File: config.mk
export PLATFORM = sky130hd
export DESIGN_NAME = bert_output_gen
export DESIGN_NICKNAME = d
export VERILOG_FILES = /design/src/rtl/bert_pkg.sv /design/src/rtl/bert_lfsr.sv /design/src/rtl/bert_output_gen.sv
export SDC_FILE = /design/constraint.sdc
export NUM_CORES = 1
export LEC_CHECK = 0
export ABC_AREA = 0
export BUFFER_PORTS_ARGS = -buffer_cell sky130_fd_sc_hd__buf_4
export CELL_PAD_IN_SITES_DETAIL_PLACEMENT = 1
export CELL_PAD_IN_SITES_GLOBAL_PLACEMENT = 2
export CORE_UTILIZATION = 41
export CTS_CLUSTER_SIZE = 25
export DETAILED_ROUTE_END_ITERATION = 10
export PLACE_DENSITY = 0.94
export SLEW_MARGIN = 20
export SYNTH_ARGS = -nofsm -noshare
export SYNTH_HDL_FRONTEND = slang
export SYNTH_SLANG_ARGS = --single-unit
File: constraint.sdc
create_clock -name clk -period 6.8 [get_ports clk]
set_input_delay 0.34 -clock clk [delete_from_list [all_inputs] [get_ports clk]]
set_output_delay 0.34 -clock clk [all_outputs]
set_load 0.02 [all_outputs]
File: src/rtl/bert_pkg.sv
// Constants shared by the BERT pattern generator and checker: pattern-select
// encodings, the PN order/tap table and the LFSR seed.
package bert_pkg;

  typedef enum logic [2:0] {
    SEL_PN7   = 3'd0,
    SEL_PN9   = 3'd1,
    SEL_PN11  = 3'd2,
    SEL_PN15  = 3'd3,
    SEL_PN23  = 3'd4,
    SEL_ZEROS = 3'd5,
    SEL_ALT   = 3'd6,
    SEL_USER  = 3'd7
  } pn_sel_e;

  localparam int                LFSR_W    = 23;
  localparam logic [LFSR_W-1:0] LFSR_SEED = '1;

  typedef struct packed {
    logic [4:0] order;
    logic [4:0] tap;
  } pn_taps_t;

  // Non-PN selects fall back to the PN23 entry; the LFSR output is unused there.
  function automatic pn_taps_t pn_taps(input logic [2:0] sel);
    pn_taps_t r;
    case (sel)
      SEL_PN7:  r = '{order: 5'd7,  tap: 5'd6};
      SEL_PN9:  r = '{order: 5'd9,  tap: 5'd5};
      SEL_PN11: r = '{order: 5'd11, tap: 5'd9};
      SEL_PN15: r = '{order: 5'd15, tap: 5'd14};
      default:  r = '{order: 5'd23, tap: 5'd18};
    endcase
    return r;
  endfunction

endpackage

File: src/rtl/bert_lfsr.sv
// Fibonacci PN generator of selectable order; o_bit is the bit emitted on the
// current advance, already accounting for lockup or mode-change reseeding.
module bert_lfsr
  import bert_pkg::*;
(
  input  logic       clk,
  input  logic       reset_n,
  input  logic       i_advance,
  input  logic       i_reseed,
  input  logic [2:0] i_sel,
  output logic       o_bit
);

  logic [LFSR_W-1:0] r_s;
  logic [2:0]        r_prev_sel;

  pn_taps_t          w_taps;
  logic [LFSR_W-1:0] w_mask;
  logic [LFSR_W-1:0] w_cur;
  logic              w_seed;
  logic              w_fb;

  assign w_taps = pn_taps(i_sel);
  assign w_mask = LFSR_W'((32'd1 << w_taps.order) - 32'd1);
  // Seeding and stepping happen in the same enable, so the seed's first bit is emitted at once
  assign w_seed = ((r_s & w_mask) == '0) || (i_sel != r_prev_sel);
  assign w_cur  = w_seed ? LFSR_SEED : r_s;
  assign o_bit  = w_cur[w_taps.order - 5'd1];
  assign w_fb   = w_cur[w_taps.order - 5'd1] ^ w_cur[w_taps.tap - 5'd1];

  always_ff @(posedge clk or negedge reset_n) begin
    if (!reset_n) begin
      r_s        <= LFSR_SEED;
      r_prev_sel <= '0;
    end else if (i_reseed) begin
      r_s <= LFSR_SEED;
    end else if (i_advance) begin
      r_s        <= {w_cur[LFSR_W-2:0], w_fb};
      r_prev_sel <= i_sel;
    end
  end

endmodule

File: src/rtl/bert_output_gen.sv
// BERT pattern source: PN/fixed/user pattern, optional inversion, manual and
// periodic error insertion, and a regenerated bit clock centred on each bit.
module bert_output_gen
  import bert_pkg::*;
(
  input  logic        clk,
  input  logic        reset_n,
  input  logic        enable,
  input  logic [2:0]  pn_sel,
  input  logic [31:0] user_pattern,
  input  logic        invert,
  input  logic        inject_err,
  input  logic [15:0] err_rate,
  input  logic        restart,
  output logic        dout,
  output logic        dout_clk,
  output logic        dout_valid,
  output logic [15:0] err_count
);

  logic        w_step;
  logic        w_pn_bit;
  logic        w_pat_bit;
  logic        w_rate_chg;
  logic [15:0] w_cnt_eff;
  logic        w_auto_err;
  logic        w_err;

  logic [4:0]  r_idx;
  logic        r_pending;
  logic [15:0] r_bit_cnt;
  logic [15:0] r_prev_rate;
  logic        r_dout;
  logic        r_dout_clk;
  logic        r_dout_valid;
  logic [15:0] r_err_count;
  logic [15:0] r_cyc;
  logic [15:0] r_period;
  logic        r_seen_bit;

  // Restart wins over enable: no bit is emitted and the period measurement is untouched
  assign w_step = enable && !restart;

  bert_lfsr u_lfsr (
    .clk       (clk),
    .reset_n   (reset_n),
    .i_advance (w_step),
    .i_reseed  (restart),
    .i_sel     (pn_sel),
    .o_bit     (w_pn_bit)
  );

  always_comb begin
    case (pn_sel)
      SEL_ZEROS: w_pat_bit = 1'b0;
      SEL_ALT:   w_pat_bit = ~r_idx[0];
      SEL_USER:  w_pat_bit = user_pattern[~r_idx];
      default:   w_pat_bit = w_pn_bit;
    endcase
  end

  assign w_rate_chg = (err_rate != r_prev_rate);
  assign w_cnt_eff  = w_rate_chg ? '0 : r_bit_cnt;
  assign w_auto_err = (err_rate != '0) && (w_cnt_eff == err_rate - 16'd1);
  // A request arriving in the enable cycle itself applies to that bit
  assign w_err      = r_pending || inject_err || w_auto_err;

  always_ff @(posedge clk or negedge reset_n) begin
    if (!reset_n) begin
      r_idx        <= '0;
      r_pending    <= 1'b0;
      r_bit_cnt    <= '0;
      r_prev_rate  <= '0;
      r_dout       <= 1'b0;
      r_dout_valid <= 1'b0;
      r_err_count  <= '0;
    end else begin
      r_prev_rate  <= err_rate;
      r_dout_valid <= w_step;
      if (restart) begin
        r_idx       <= '0;
        r_pending   <= 1'b0;
        r_bit_cnt   <= '0;
        r_err_count <= '0;
      end else if (enable) begin
        r_idx     <= r_idx + 5'd1;
        r_pending <= 1'b0;
        r_bit_cnt <= (err_rate == '0 || w_auto_err) ? '0 : w_cnt_eff + 16'd1;
        r_dout    <= w_pat_bit ^ invert ^ w_err;
        if (w_err && r_err_count != 16'hFFFF)
          r_err_count <= r_err_count + 16'd1;
      end else begin
        if (inject_err) r_pending <= 1'b1;
        if (w_rate_chg) r_bit_cnt <= '0;
      end
    end
  end

  // r_cyc is the in-bit phase: 1 on the cycle after an enable, counting up
  always_ff @(posedge clk or negedge reset_n) begin
    if (!reset_n) begin
      r_cyc      <= '0;
      r_period   <= '0;
      r_seen_bit <= 1'b0;
      r_dout_clk <= 1'b0;
    end else if (w_step) begin
      r_cyc      <= 16'd1;
      r_seen_bit <= 1'b1;
      if (r_seen_bit) r_period <= r_cyc;
      r_dout_clk <= 1'b0;
    end else begin
      if (r_cyc != 16'hFFFF) r_cyc <= r_cyc + 16'd1;
      if (r_period >= 16'd2 && r_cyc == (r_period >> 1)) r_dout_clk <= 1'b1;
    end
  end

  assign dout       = r_dout;
  assign dout_clk   = r_dout_clk;
  assign dout_valid = r_dout_valid;
  assign err_count  = r_err_count;

endmodule

==> out/qor.yml <==
yosys:
  synth_top_cell_by_area: "dfrtp_1"
  syn_nets: 817
  synth_top_flop_cell: "dfrtp_1"
  synth_seq_area_share_pct: 39.7
  synth_area_um2: 7320
  synth_top_family_by_area: "simple AND/OR/NAND/NOR gates"
  yosysTopAreaCellShare_pct: 31.4
  ys_warn_count: 0
  yosys.area_share.simple_pct: 23.8
  async_flop_share_pct: 100
  synth_fa_ha_area_share_pct: 1.03
  synth-compound-area-share_pct: 12.9
  yosys-top-cells-area: "dfrtp_1 (31%), dfstp_2 (8.3%), xor2_1 (5.1%), mux2_2 (4.2%), xnor2_1 (3.9%)"
  synth_cell_types: 75
  synth_edf_count: 0
  synth_seq_cells: 115
  yosys.area_share.xor_xnor_pct: 9.40
  postSynthAreaPerCell_um2: 9.71
  syn_inst: 754
  synthMuxAreaShare_pct: 9.43
cts:
  path_clk_slew_ns: 0.05
  cts_tree: "done"
  cts_buffer_depth: 2
  clock_latency_ns: 0.43
  cts_max_level: 4
  clock_sinks: 115
  postCtsSetupRepairBufs: 0
  cts-root-buf: "clkbuf_16"
  cts_buffers: 17
final_layout:
  layout-drive-gt1-share_pct: 22.9
  diodes: 0
  syn_to_final_growth_pct: 16.3
  fin_util_pct: 49.1
  final_cell_area_um2: 8520
  num-nets-final: 869
timing:
  max_clock_freq_ghz: 0.271
  min_period_ns: 3.69
  setup_viol: 0
  hold_viol_final: 0
  finalClockSkew_ns: 0.0107
  setup-tns-final_ns: 0
  finalWorstSetupSlack_ns: 3.11
  finalCritPeriodShare_pct: 54.3
  slew_headroom_pct: 37.6
  slew_viol_final: 0
  rsz0062_at_grt: "no"
  tightest_slew_ns: 0.935
setup_path:
  worstSetupPathType: "reg -> reg"
  arrival_ns: 3.96
  critical_path_buf_inv_count: 0
  worstSetupStartpointType: "flop"
  crit_slowest_cell: "o21ai_2"
  r2r-end: "r_bit_cnt[2]"
  worstSetupEndpointType: "flop"
  cp_slowest_stage_delay_ns: 0.68
  cp_max_fo: 18
  crit_chain: "xor2_1 -> nor4_1 -> nand4_1 -> mux2i_1 -> nor4_4 -> nand4_4 -> o21ai_2 -> o32ai_1"
  crit_end: "r_bit_cnt[2]"
  crit_required_ns: 7.07
  r2r_slack_ns: 3.11
  worstReg2RegStart: "r_prev_rate[6]"
  critPathLaunch: "r_prev_rate[6]"
  critical-path-top-delay-family: "simple AND/OR/NAND/NOR gates"
  cp.depth: 8
  ff2ff_path_depth: 8
floorplan:
  die-area_um2: 18400
  num_io_pins: 76
  die_y_um: 136
  rows: 48
  initial_core_util_pct: 42.2
  die_x_um: 136
  design.core.area_um2: 17400
route:
  routed_wl_um: 20200
  drtIter0Drc: 236
  firstDrtPassIters: 4
  viasPerCell: 5.88
  drc: 0
  drtAntennaViolNets: 0
  wl_per_cell_um: 19.4
  vias: 6136
grt:
  grtUsageTotal_pct: 23.5
  grt_first_pass_wirelength_um: 33500
  antenna_found_initial: 0
  first_global_vias: 6705
  grt_start_max_net_pins: 62
  grt-ovfl-total: 0
power:
  p_int_uw: 1340
  power_density_nw_per_um2: 216
  combPwrFrac_pct: 13.4
  power.share.sequential_pct: 41.3
  p_leak_uw: 0.00356
  peakVddDrop_uv: 178
  swShare_pct: 26.9
  p_switching_uw: 495
  clock_power_share_pct: 45.3
  power.total_uw: 1840
place:
  place_hpwl_um: 14200
  gp_congestion: 0.849
  io_buffers: 75
  pre_cts_ws_ns: 2.93
  place_area_um2: 7960
worst_hold_path:
  hp-class: "in -> reg"
run:
  maxCapViolCount: 0
run_status:
  status: "complete, no violations"
cells in the mapped netlist (all sizes together), types with 3 or more instances:
master and number:
nor3b 3, nor2 73, nand3b 3, a21oi 29
mux2i 9, xnor2 33, nand3 36, inv 16
ha 6, and3 11, o211ai 4, o31ai 7
buf 14, nand2 62, clkbuf 30, nor3 14
nand4b 11, xor2 43, dfrtp 92, dfstp 23
nand2b 11, o22a 22, or3 10, o211a 4
and4 7, o21ai 19, mux4 11, o22ai 9
nor4 23, mux2 31, o41ai 4, nand4 23
nor2b 22
cells by family (layout without fill, tap and decap cells):
group                      Yosys count  in the layout
adders and majority gates            6              6
buffers and inverters               60            124
DFF                                115            115
xor gates and xnor gates            77             77
AOI/OAI and AO/OA                  126            126
and+or+nand+nor                    319            319
muxes                               51             51
through the flow:
step	cells	hold slack (ns)
2_1_floorplan	754	0.0444
3_3_place_gp	1011	0.429
3_5_place_dp	1011	0.435
4_1_cts	1043	0.0516
5_1_grt	1043	0.0617
6_report	1043	0.0705
layout make-up:
class	instances	area, µm²
sequential	115	2910
fill	1974	8840
clock inverter	10	85.1
timing repair buffer	77	581
multi-input combinational	579	4140
inverter	16	60.1
clock buffer	21	460
tap	225	282
power by group through the flow:
stage | clock network, µW | logic, µW | registers [µW]
3_5_place_dp | 0 | 248 | 770
6_report | 832 | 246 | 760
5_1_grt | 874 | 273 | 765
3_3_place_gp | 0 | 235 | 768
4_1_cts | 851 | 250 | 760
2_1_floorplan | 0 | 157 | 760
state kept, by name (all words and copies together) (netlist names):
register           flops
u_lfsr.r_s            23
err_count             16
r_bit_cnt             16
r_cyc                 16
r_prev_rate           16
r_period              15
r_idx                  5
u_lfsr.r_prev_sel      3
dout                   1
dout_clk               1
dout_valid             1
r_pending              1
r_seen_bit             1
cell usage in the layout, fill, tap and decap left out, types with 5 or more instances in the layout:
cell | netlist | final
dfrtp_1 | 92 | 92
buf_4 | 3 | 76
nor2_1 | 73 | 73
nand2_1 | 61 | 61
xor2_1 | 43 | 43
nand3_1 | 35 | 35
xnor2_1 | 33 | 33
a21oi_1 | 29 | 29
mux2_2 | 27 | 27
dfstp_2 | 23 | 23
nand4_1 | 22 | 22
nor2b_1 | 22 | 22
o22a_1 | 22 | 22
nor4_1 | 18 | 18
clkbuf_16 | 0 | 17
inv_1 | 16 | 16
nor3_1 | 13 | 13
o21ai_0 | 13 | 13
nand2b_1 | 11 | 11
nand4b_1 | 11 | 11
and3_1 | 11 | 11
mux4_2 | 11 | 11
or3_1 | 10 | 10
mux2i_1 | 9 | 9
o22ai_1 | 9 | 9
and4_1 | 7 | 7
o31ai_1 | 6 | 6
ha_1 | 6 | 6
o21ai_1 | 5 | 5
clkinv_2 | 0 | 5
per-layer routing:
metal  wire, µm  GRT usage [%]  vias up
met3        798           4.12       24
met4        367           9.18        0
met1       8870           28.9     3120
met2      10200           40.5      132
li1           -              -     2860
met5          0              0        -
how the worst min path moves through the flow:
stage                       from                   end  slack [ns]  cells after the start
floorplan                reset_n                  dout        0.04                      0
global placement         reset_n  u_lfsr.r_prev_sel[0]        0.43                      1
detailed placement       reset_n  u_lfsr.r_prev_sel[1]        0.44                      1
CTS                 err_rate[13]       r_prev_rate[13]        0.05                      1
global route        err_rate[13]       r_prev_rate[13]        0.06                      1
finish              err_rate[13]       r_prev_rate[13]        0.07                      1
worst register-to-register path: stages, from the launching register on:
cell     delay, ns
dfrtp_1       0.37
xor2_1        0.16
nor4_1        0.43
nand4_1       0.67
mux2i_1       0.33
nor4_4        0.35
nand4_4       0.34
o21ai_2       0.68
o32ai_1       0.19
repair_timing:
| action | in CTS | in global routing |
|---|---|---|
| gates resized for setup | 0 | 0 |
| endpoints found under the hold margin | 45 | 0 |
| hold buffers | 1 | 0 |
Power figures use the tool's default switching activity.
